==> src/rtl/adder_pkg.sv <==
// Shared constants and helpers for the pipelined N-bit adder/subtractor.
package adder_pkg;

  localparam int unsigned DEFAULT_N      = 8;
  localparam int unsigned DEFAULT_STAGES = 2;

  // Width of one ripple slice: each pipeline stage handles N/STAGES bits.
  function automatic int unsigned slice_width(input int unsigned n, input int unsigned stages);
    return n / stages;
  endfunction

endpackage

==> src/rtl/pipelined_adder_nbit_if.sv <==
// Operand/result handshake bundle for pipelined_adder_nbit.
interface pipelined_adder_nbit_if
  import adder_pkg::*;
#(
  parameter int unsigned N = DEFAULT_N
);
  logic         in_valid;
  logic         in_ready;
  logic [N-1:0] a;
  logic [N-1:0] b;
  logic         cin;
  logic         sub;
  logic         out_valid;
  logic         out_ready;
  logic [N-1:0] sum;
  logic         cout;
  logic         ovf;

  // Producer/consumer side (test system).
  modport master (
    output in_valid, a, b, cin, sub, out_ready,
    input  in_ready, out_valid, sum, cout, ovf
  );

  // Adder side.
  modport slave (
    input  in_valid, a, b, cin, sub, out_ready,
    output in_ready, out_valid, sum, cout, ovf
  );
endinterface

==> src/rtl/adder_slice.sv <==
// Combinational W-bit ripple-carry chain of full adders.
module adder_slice #(
  parameter int unsigned W = 4
) (
  input  logic [W-1:0] a,
  input  logic [W-1:0] b,
  input  logic         cin,
  output logic [W-1:0] s,
  output logic         cout
);

  logic [W:0] c;

  // Ripple the carry bit by bit through the slice.
  always_comb begin
    c    = '0;
    s    = '0;
    c[0] = cin;
    for (int i = 0; i < W; i++) begin
      s[i]   = a[i] ^ b[i] ^ c[i];
      c[i+1] = (a[i] & b[i]) | (c[i] & (a[i] ^ b[i]));
    end
    cout = c[W];
  end

endmodule

==> src/rtl/pipelined_adder_nbit.sv <==
// Pipelined N-bit adder/subtractor: STAGES registered ripple slices with a
// valid/ready handshake and a single global stall.
// Optional feature: define ADDER_OVF_EN to generate the signed-overflow flag;
// otherwise ovf is tied to 0.
module pipelined_adder_nbit
  import adder_pkg::*;
#(
  parameter int unsigned N      = DEFAULT_N,
  parameter int unsigned STAGES = DEFAULT_STAGES
) (
  input  logic                  clk,
  input  logic                  rst,
  pipelined_adder_nbit_if.slave bus
);

  localparam int unsigned W = slice_width(N, STAGES);

  if ((N % STAGES) != 0) begin : g_cfg_check
    $error("pipelined_adder_nbit: N must be a multiple of STAGES");
  end

  logic         advance;
  logic [N-1:0] b_eff;
  logic         carry0;

  // Whole pipe moves together unless the output is held by the consumer.
  assign advance      = !(bus.out_valid && !bus.out_ready);
  assign bus.in_ready = advance;

  // Subtract as A + ~B + 1; cin has no effect in subtract mode.
  assign b_eff  = bus.sub ? ~bus.b : bus.b;
  assign carry0 = bus.sub | bus.cin;

  for (genvar k = 0; k < STAGES; k++) begin : g_stage
    // Operand bits not yet consumed when entering this stage (LSB-aligned).
    localparam int unsigned REM = N - k * W;

    logic [REM-1:0]         a_in;
    logic [REM-1:0]         b_in;
    logic                   c_in;
    logic                   v_in;
    logic [W-1:0]           s_slice;
    logic                   c_out;
    logic [(k+1)*W-1:0]     sum_d;
    logic [(k+1)*W-1:0]     sum_q;
    logic                   c_q;
    logic                   v_q;

    if (k == 0) begin : g_src
      assign a_in  = bus.a;
      assign b_in  = b_eff;
      assign c_in  = carry0;
      assign v_in  = bus.in_valid;
      assign sum_d = s_slice;
    end else begin : g_src
      assign a_in  = g_stage[k-1].g_skew.a_q;
      assign b_in  = g_stage[k-1].g_skew.b_q;
      assign c_in  = g_stage[k-1].c_q;
      assign v_in  = g_stage[k-1].v_q;
      assign sum_d = {s_slice, g_stage[k-1].sum_q};
    end

    adder_slice #(.W(W)) u_slice (
      .a    (a_in[W-1:0]),
      .b    (b_in[W-1:0]),
      .cin  (c_in),
      .s    (s_slice),
      .cout (c_out)
    );

    // Stage register: valid bit always shifts on advance, payload only for real beats.
    always_ff @(posedge clk) begin
      if (rst) begin
        v_q   <= 1'b0;
        c_q   <= 1'b0;
        sum_q <= '0;
      end else if (advance) begin
        v_q <= v_in;
        if (v_in) begin
          c_q   <= c_out;
          sum_q <= sum_d;
        end
      end
    end

    if (k < STAGES - 1) begin : g_skew
      logic [REM-W-1:0] a_q;
      logic [REM-W-1:0] b_q;

      // Skew registers carry the unprocessed upper operand bits forward.
      always_ff @(posedge clk) begin
        if (rst) begin
          a_q <= '0;
          b_q <= '0;
        end else if (advance && v_in) begin
          a_q <= a_in[REM-1:W];
          b_q <= b_in[REM-1:W];
        end
      end
    end

`ifdef ADDER_OVF_EN
    if (k == STAGES - 1) begin : g_ovf
      logic ovf_q;

      // Signed overflow: like-signed operands producing a result of the other sign.
      always_ff @(posedge clk) begin
        if (rst) begin
          ovf_q <= 1'b0;
        end else if (advance && v_in) begin
          ovf_q <= (a_in[W-1] == b_in[W-1]) && (s_slice[W-1] != a_in[W-1]);
        end
      end
    end
`endif
  end

  assign bus.out_valid = g_stage[STAGES-1].v_q;
  assign bus.sum       = g_stage[STAGES-1].sum_q;
  assign bus.cout      = g_stage[STAGES-1].c_q;

`ifdef ADDER_OVF_EN
  assign bus.ovf = g_stage[STAGES-1].g_ovf.ovf_q;
`else
  assign bus.ovf = 1'b0;
`endif

endmodule

==> src/flat_wrapper.sv <==
// flat-port wrapper written by rule: the top's interface ports become plain ports
module pipelined_adder_nbit_flat import adder_pkg::*;
#(
  parameter int unsigned N      = DEFAULT_N,
  parameter int unsigned STAGES = DEFAULT_STAGES
)
  (clk, rst, bus_in_valid, bus_a, bus_b, bus_cin, bus_sub, bus_out_ready, bus_in_ready, bus_out_valid, bus_sum, bus_cout, bus_ovf);
  pipelined_adder_nbit_if #(.N(N)) bus_i ();
  input  logic clk;
  input  logic rst;
  input wire logic [$bits(bus_i.in_valid)-1:0] bus_in_valid;
  input wire logic [$bits(bus_i.a)-1:0] bus_a;
  input wire logic [$bits(bus_i.b)-1:0] bus_b;
  input wire logic [$bits(bus_i.cin)-1:0] bus_cin;
  input wire logic [$bits(bus_i.sub)-1:0] bus_sub;
  input wire logic [$bits(bus_i.out_ready)-1:0] bus_out_ready;
  output wire logic [$bits(bus_i.in_ready)-1:0] bus_in_ready;
  output wire logic [$bits(bus_i.out_valid)-1:0] bus_out_valid;
  output wire logic [$bits(bus_i.sum)-1:0] bus_sum;
  output wire logic [$bits(bus_i.cout)-1:0] bus_cout;
  output wire logic [$bits(bus_i.ovf)-1:0] bus_ovf;
  assign bus_i.in_valid = bus_in_valid;
  assign bus_i.a = bus_a;
  assign bus_i.b = bus_b;
  assign bus_i.cin = bus_cin;
  assign bus_i.sub = bus_sub;
  assign bus_i.out_ready = bus_out_ready;
  assign bus_in_ready = bus_i.in_ready;
  assign bus_out_valid = bus_i.out_valid;
  assign bus_sum = bus_i.sum;
  assign bus_cout = bus_i.cout;
  assign bus_ovf = bus_i.ovf;
  pipelined_adder_nbit #(.N(N), .STAGES(STAGES)) u_core (.clk(clk), .rst(rst), .bus(bus_i));
endmodule
==> config.mk <==
export PLATFORM = sky130hd
export DESIGN_NAME = pipelined_adder_nbit_flat
export DESIGN_NICKNAME = d
export VERILOG_FILES = /design/src/rtl/adder_pkg.sv /design/src/rtl/pipelined_adder_nbit_if.sv /design/src/rtl/adder_slice.sv /design/src/rtl/pipelined_adder_nbit.sv /design/src/flat_wrapper.sv
export SDC_FILE = /design/constraint.sdc
export NUM_CORES = 1
export LEC_CHECK = 0
export ABC_AREA = 1
export CAP_MARGIN = 10
export CELL_PAD_IN_SITES_DETAIL_PLACEMENT = 0
export CELL_PAD_IN_SITES_GLOBAL_PLACEMENT = 1
export CORE_MARGIN = 2
export CORE_UTILIZATION = 39
export DETAILED_ROUTE_END_ITERATION = 10
export DONT_BUFFER_PORTS = 1
export GPL_TIMING_DRIVEN = 0
export PLACE_DENSITY = 0.79
export SETUP_SLACK_MARGIN = 0.15
export SYNTH_ARGS = -nofsm -noshare
export SYNTH_HDL_FRONTEND = slang
export SYNTH_SLANG_ARGS = --single-unit
==> constraint.sdc <==
create_clock -name clk -period 2.9 [get_ports clk]
set_input_delay 0.725 -clock clk [delete_from_list [all_inputs] [get_ports clk]]
set_output_delay 0.725 -clock clk [all_outputs]
set_load 0.01 [all_outputs]
Word level (Yosys, flattened, before mapping). Cells that the tools add are included.

Register bits after elaboration: 24. Input bits: 22. Output and inout bits: 12. Word-level logic and storage cells: 58.

Muxes and demuxes: 1. Bitwise gates (word level): 43. Reduce and logical (&&, ||, !) cells: 6.

Operators by type and width (count): 1-bit AND (16); 1-bit XOR (16); 1-bit OR (9); 8-bit two-way mux (1); 8-bit NOT (1); 2-bit AND reduction (2); 1-bit logical AND (2); 1-bit logical NOT (2); 1-bit NOT (1).

Depth between registers and ports, before layout. Gate-level depths: netlist of run 1.

Depth in word-level cells: 11. Gate-level depth with buffers: 11.

Hierarchy. From an unflattened synthesis of run 1, not the netlist that was laid out.

Cell total of the unflattened synthesis: 187. Area, all modules: 1425.1 sq um.

Modules (own cells, without submodules): pipelined_adder_nbit (times used 1, cells an instance 159, area each 1189.9 sq um, seq. area each 480.5 sq um); adder_slice (times used 2, cells an instance 14, area each 117.6 sq um, seq. area each 0.0 sq um).

Least setup slack after synthesis of run 1. OpenSTA, ideal clock, no wires.

Kind: input to register. From: in bus_sub. To: reg u_core.g_stage[0].sum_q[3]. Library setup time: 113 ps. Arrival: 2658 ps. Data required time: 2787 ps. Setup slack: 129 ps. Stages: 11. Path through: buf_2 > xnor2_1 > fa_1 > inv_1 > fa_1 > inv_1 > fa_1 > inv_1 > fa_1 > o21ai_1 > nor2_1.

Longest elaborated chain between the ends: 9. Elaborated cells on any way between the ends: 16. Those cells by class: mux (1); bitwise (15).

RTL lines: start, declared (line flat_wrapper.sv:15) `input wire logic [$bits(bus_i.sub)-1:0] bus_sub;`; 8-bit two-way mux (line pipelined_adder_nbit.sv:31) `assign b_eff = bus.sub ? ~bus.b : bus.b;`; 1-bit XOR (line adder_slice.sv:21) `c[i+1] = (a[i] & b[i]) | (c[i] & (a[i] ^ b[i]));`; 1-bit AND (line adder_slice.sv:21); 1-bit OR (line adder_slice.sv:21); 1-bit AND (line adder_slice.sv:21); 1-bit OR (line adder_slice.sv:21); 1-bit AND (line adder_slice.sv:21); 1-bit OR (line adder_slice.sv:21); 1-bit XOR (*) (line adder_slice.sv:20) `s[i] = a[i] ^ b[i] ^ c[i];`; named net u_core.g_stage[0].s_slice[3] (line pipelined_adder_nbit.sv:42) `logic [W-1:0] s_slice;`; end signal, assigned (line pipelined_adder_nbit.sv:81) `sum_q <= sum_d;`; end, declared (line pipelined_adder_nbit.sv:45) `logic [(k+1)*W-1:0] sum_q;`.

The timed path passes the listed nets; every way through them passes the cells marked *. A chain may end at the register's enable or synchronous reset.

Worst setup path after layout of run 1. Ends and elaborated chain as after synthesis.

==> results.txt, run 1 <==
Overflow after GRT - 0
Lkg Pwr - 0.627 nW
proportion of layout cells with a drive suffix above 1 - 0.100
Wirelength per Cell - 10.2 um
Cells after Synth - 156
CTS tree - yes
synth warn - 0
Multi-input gate area - 598 um^2
dominant cell type by area after synthesis - dfxtp_1
Final min period - 2.51 ns
Initial Util - 0.404
Synth Cell Area - 1220 um^2
Worst Clk Skew - 0.00507 ns
Seq/Total Area, Yosys - 0.393
status - complete, no violations
Power per Cell Area - 517 nW/um^2
first-pass GRT wire length - 3580 um
CTS Buf Count - 3
first-pass detailed-route iteration total - 4
DRT iter0 DRCs - 16
Final Slew Violations - 0
num rows - 20
post-CTS setup buffers - 0
CTS Hold Bufs - 0
# nets final - 191
FF/Latch Area - 480 um^2
# setup viols final - 0
vias in the first global route - 869
clock-pin slew on the worst setup and hold paths - 0.13 ns
GRT Util Overall - 0.135
ranking of synthesized cells by area - dfxtp_1, nor2_1, fa_1, inv_1, nand2_1
ys flop type - dfxtp_1
Peak Freq - 399 MHz
Cell variety after synth - 19
CTS max path bufs - 2
HP Class - primary input to flip-flop
Fin. Hold Viols - 0
io pins - 34
Arr. time, crit path - 2.74 ns
Clock Sinks - 24
Die Span Y - 60.0 um
Area growth syn-to-layout - 7.67%
critical path startpoint category - primary input
DR DRC count - 0
Clock Latency Late Sink - 0.32 ns
WP data required - 3.13 ns
detailed placer's ending HPWL - 1740 um
number of synthesized flops with an enable pin - 0
antenna violations before repair - 0
Tcrit/Tclk final - 0.865
largest net degree at the start of global routing - 14
RSZ-0062 raised after global routing - false
Routed WL - 2080 um
die area - 3600 um^2
total power - 0.681 mW
via count - 864
max cap viols - 0
CTS H-tree depth - 1
PortBufs - 0
fillers - 333
most frequent cells after synthesis - nor2_1, dfxtp_1, inv_1
#FFs+latches synth - 24
Setup CP Type - primary input to flip-flop
Syn Nets - 186
Crit. End Element - flip-flop
syn avg cell area - 7.84 um^2
Core Area - 3030 um^2
peak supply drop - 0.165 mV
FFs w/ async S/R, synth - 0
Clk Tree Root Cell - clkbuf_4
Setup TNS - 0 ns
gpl congestion - 0.788
# diodes - 0
area share of the largest cell type after synthesis - 0.393
vias per cell - 4.24
Chip Width - 60.0 um
PostCTS Resize Cnt - 0
Routed Antenna Nets - 0
worst-path maximum fanout - 10
top-count cell post-synth - nor2_1
cell type report:
class,count,share of cell area
plain buffers,7,0.0437
clock buffers,4,0.0275
inverters,24,0.0684
multi-input cells,101,0.454
flip-flops and latches,24,0.365
well taps,44,0.0418
cells by family (layout without fill, tap and decap cells):
kind of cell | count (synthesis) | after routing | synth area share
AO/OA/AOI/OAI | 19 | 19 | 0.0869
XOR/XNOR | 6 | 6 | 0.0429
adder cells (fa/ha/maj) | 8 | 8 | 0.131
buffers and inverters | 31 | 35 | 0.119
flip-flops | 24 | 24 | 0.393
other | 1 | 1 | 0.00306
AND/OR/NAND/NOR | 67 | 67 | 0.225
routing by layer:
metal	wire [um]	vias to the layer above	track usage
li1	-	463	-
met1	917	373	0.164
met4	17	0	0.0667
met5	0	-	0
met3	91	2	0.0216
met2	1060	26	0.230
path summary, 6_finish.rpt:
check                                                     start                         endpoint  slack [ns]  depth (start not counted)
worst max register to register  u_core.g_stage[0].g_skew.b_q[0]                u_core.bus.sum[7]        0.79                         10
worst min-delay path                                        rst            u_core.g_stage[0].v_q        0.45                          1
worst max-delay path                                    bus_sub       u_core.g_stage[0].sum_q[3]        0.39                         11
worst min register to register  u_core.g_stage[0].g_skew.b_q[3]  u_core.g_stage[0].g_skew.b_q[3]        0.50                          2
critical path, cell delays in order:
cell and delay [ns]:
buf_4 0.16, xnor2_1 0.15, fa_1 0.39, inv_1 0.07
fa_1 0.16, inv_1 0.05, fa_1 0.36, inv_1 0.08
fa_1 0.40, o21ai_1 0.14, nor2_1 0.05
power breakdown:
| part | total, mW | switching, mW | internal, mW |
|---|---|---|---|
| Combinational | 0.124 | 0.0709 | 0.0531 |
| Sequential | 0.381 | 0.0233 | 0.358 |
| Clock | 0.176 | 0.0995 | 0.0768 |
| Total | 0.681 | 0.194 | 0.488 |
layout by cell type (no fill, tap or decap), drive strengths merged:
master and count:
o21ai 16, clkbuf 5, nand2 21, a21oi 3, dfxtp 24, nor2 45, xor2 4, xnor2 2
inv 24, conb 1, buf 6, fa 8, nand3 1
per-stage QoR:
stage	worst slack (ns)	hold WS, ns	std cells	util	cell area [um^2]
final	0.392	0.452	204	0.435	1320
after global placement	0.0796	0.468	200	0.423	1280
after floorplan	0.157	0.454	156	-	1230
after global routing	0.262	0.426	204	0.435	1320
after detailed placement	0.0277	0.476	200	0.423	1280
after CTS	0.377	0.449	204	0.435	1320
state kept, by name, summed over array words and instances (netlist names):
name	cells
u_core.g_stage.g_skew.b_q	4
u_core.bus.sum	8
u_core.g_stage.sum_q	4
u_core.g_stage.c_q	1
u_core.g_stage.v_q	1
u_core.bus.cout	1
u_core.bus.out_valid	1
u_core.g_stage.g_skew.a_q	4
No activity file was read; power rests on OpenSTA's default activity.
==> run 2: changes to the inputs <==
CORE_UTILIZATION = 44   (was 39)
PLACE_DENSITY = 0.84   (was 0.79)
clock period = 2.6 ns   (was 2.9 ns; I/O delays follow)
==> results.txt, run 2 (synthesis results as in run 1) <==
largest net degree at the start of global routing - 13 (-1)
WP data required - 2.82 ns (-0.31 ns)
Fin. Hold Viols - 0 (unchanged)
sequential share of power - 0.578 (+0.019)
Placed Area - 1300 um^2 (+1.8%)
Finished Cell Area - 1330 um^2 (+0.66%)
leading cell types in the layout, fill and taps excluded - nor2_1, dfxtp_1, inv_1, nand2_1, o21ai_1
Routed Antenna Nets - 0 (unchanged)
Lkg Pwr - 0.627 nW (about the same)
Peak Freq - 431 MHz
Chip Width - 56.7 um (-5.5%)
Core Area - 2690 um^2 (-11%)
die area - 3220 um^2 (-11%)
RSZ-0062 raised after global routing - false
# nets final - 191 (unchanged)
first-pass detailed-route iteration total - 4 (unchanged)
via count - 891 (+3.1%)
CTS max path bufs - 2 (unchanged)
Crit. End Element - flip-flop
Worst Clk Skew - 0.00384 ns (-0.00123 ns)
num rows - 19 (-5.0%)
worst-path maximum fanout - 10 (unchanged)
CTS Buf Count - 3 (unchanged)
DR DRC count - 0 (unchanged)
Setup CP Type - primary input to flip-flop
Final min period - 2.32 ns
Clock Latency Late Sink - 0.31 ns (about the same)
Arr. time, crit path - 2.55 ns (-0.19 ns)
status - complete, no violations
Clk Tree Root Cell - clkbuf_4
DRT iter0 DRCs - 19 (+3)
vias in the first global route - 890 (+2.4%)
max FFs per register - 8 (unchanged)
CTS Hold Bufs - 0 (unchanged)
PortBufs - 0 (unchanged)
Area growth syn-to-layout - 8.38%
Sw Pwr - 0.215 mW (+11%)
reg-to-reg startpoint - u_core.g_stage[0].g_skew.b_q[0]
Overflow after GRT - 0 (unchanged)
Hold Startpoint - rst
Final Slew Violations - 0 (unchanged)
PostCTS Resize Cnt - 0 (unchanged)
Comb pwr share - 0.203 (+0.021)
CTS H-tree depth - 1 (unchanged)
Initial Util - 0.456 (+0.0514)
clock-pin slew on the worst setup and hold paths - 0.13 ns (about the same)
Clock Sinks - 24 (unchanged)
most common cell after layout, fill and taps aside - nor2_1
GRT Util Overall - 0.147 (+0.0117)
antenna violations before repair - 0 (unchanged)
# setup viols final - 0 (unchanged)
critical path startpoint category - primary input
Power per Cell Area - 554 nW/um^2 (+7.1%)
detailed placer's ending HPWL - 1720 um (-1.2%)
post-CTS setup buffers - 0 (unchanged)
Setup TNS - 0 ns (unchanged)
proportion of layout cells with a drive suffix above 1 - 0.132 (+0.0321)
clock share of power - 0.218 (-0.041)
max cap viols - 0 (unchanged)
vias per cell - 4.69 (+11%)
first-pass GRT wire length - 3690 um (+3.1%)
io pins - 34 (unchanged)
fillers - 276 (-17%)
Die Span Y - 56.7 um (-5.5%)
switch share - 0.292 (+0.00791)
peak supply drop - 0.308 mV (+87%)
total power - 0.735 mW (+7.8%)
Wirelength per Cell - 10.9 um (+6.9%)
Pint - 0.520 mW (+6.6%)
CTS tree - yes
HP Class - primary input to flip-flop
Critical path origin - bus_sub
Tcrit/Tclk final - 0.893
Routed WL - 2070 um (-0.43%)
# diodes - 0 (unchanged)
gpl congestion - 0.775 (-1.6%)
==> run 2: cell count changes in the layout (fill, tap and decap cells not counted), moves of 2 or more <==
cell	before	now
fa_2	0	3
inv_2	2	4
inv_1	22	20
fa_1	8	5
==> run 2: area by class of cell <==
| class | instances | area, um^2 | area share |
|---|---|---|---|
| Sequential cell | 24 | 480 | 0.362 |
| Tap cell | 31 | 38.8 | 0.0292 |
| Buffer | 7 | 70.1 | 0.0528 |
| Clock buffer | 3 | 22.5 | 0.0170 |
| Multi-Input combinational cell | 101 | 624 | 0.471 |
| Inverter | 24 | 90.1 | 0.0679 |
==> run 2: final timing paths <==
check | cells after the start | slack (ns) | to
max | 11 | 0.28 | u_core.g_stage[0].sum_q[3]
min | 1 | 0.39 | u_core.g_stage[0].v_q
max reg2reg | 10 | 0.46 | u_core.bus.sum[7]
min reg2reg | 2 | 0.49 | u_core.g_stage[0].sum_q[2]
==> run 2: metrics by stage <==
step                utilization  setup slack [ns]  instances  hold slack [ns]
floorplan                     -            0.0271        156            0.454
global placement          0.485           -0.0365        187            0.467
detailed placement        0.485           -0.0734        187            0.475
CTS                       0.494             0.264        190            0.386
global route              0.494             0.196        190            0.368
finish                    0.494             0.277        190            0.386
==> run 2: power by group through the flow <==
| stage | registers [mW] | clock network, mW | logic (mW) |
|---|---|---|---|
| floorplan | 0.429 | 0 | 0.125 |
| global placement | 0.433 | 0 | 0.146 |
| detailed placement | 0.434 | 0 | 0.153 |
| CTS | 0.426 | 0.160 | 0.153 |
| global route | 0.428 | 0.173 | 0.179 |
| finish | 0.425 | 0.160 | 0.149 |
==> run 2: critical path: stages <==
cell	delay (ns)
buf_12	0.12
xnor2_4	0.14
fa_2	0.38
inv_2	0.06
fa_2	0.17
inv_1	0.05
fa_2	0.33
inv_2	0.07
fa_1	0.40
o21ai_1	0.13
nor2_1	0.05
==> run 2: layer usage <==
| metal | track usage | wire length [um] |
|---|---|---|
| met3 | 0.0230 | 135 |
| met5 | 0 | 0 |
| met4 | 0.0731 | 42 |
| met2 | 0.251 | 992 |
| met1 | 0.178 | 902 |
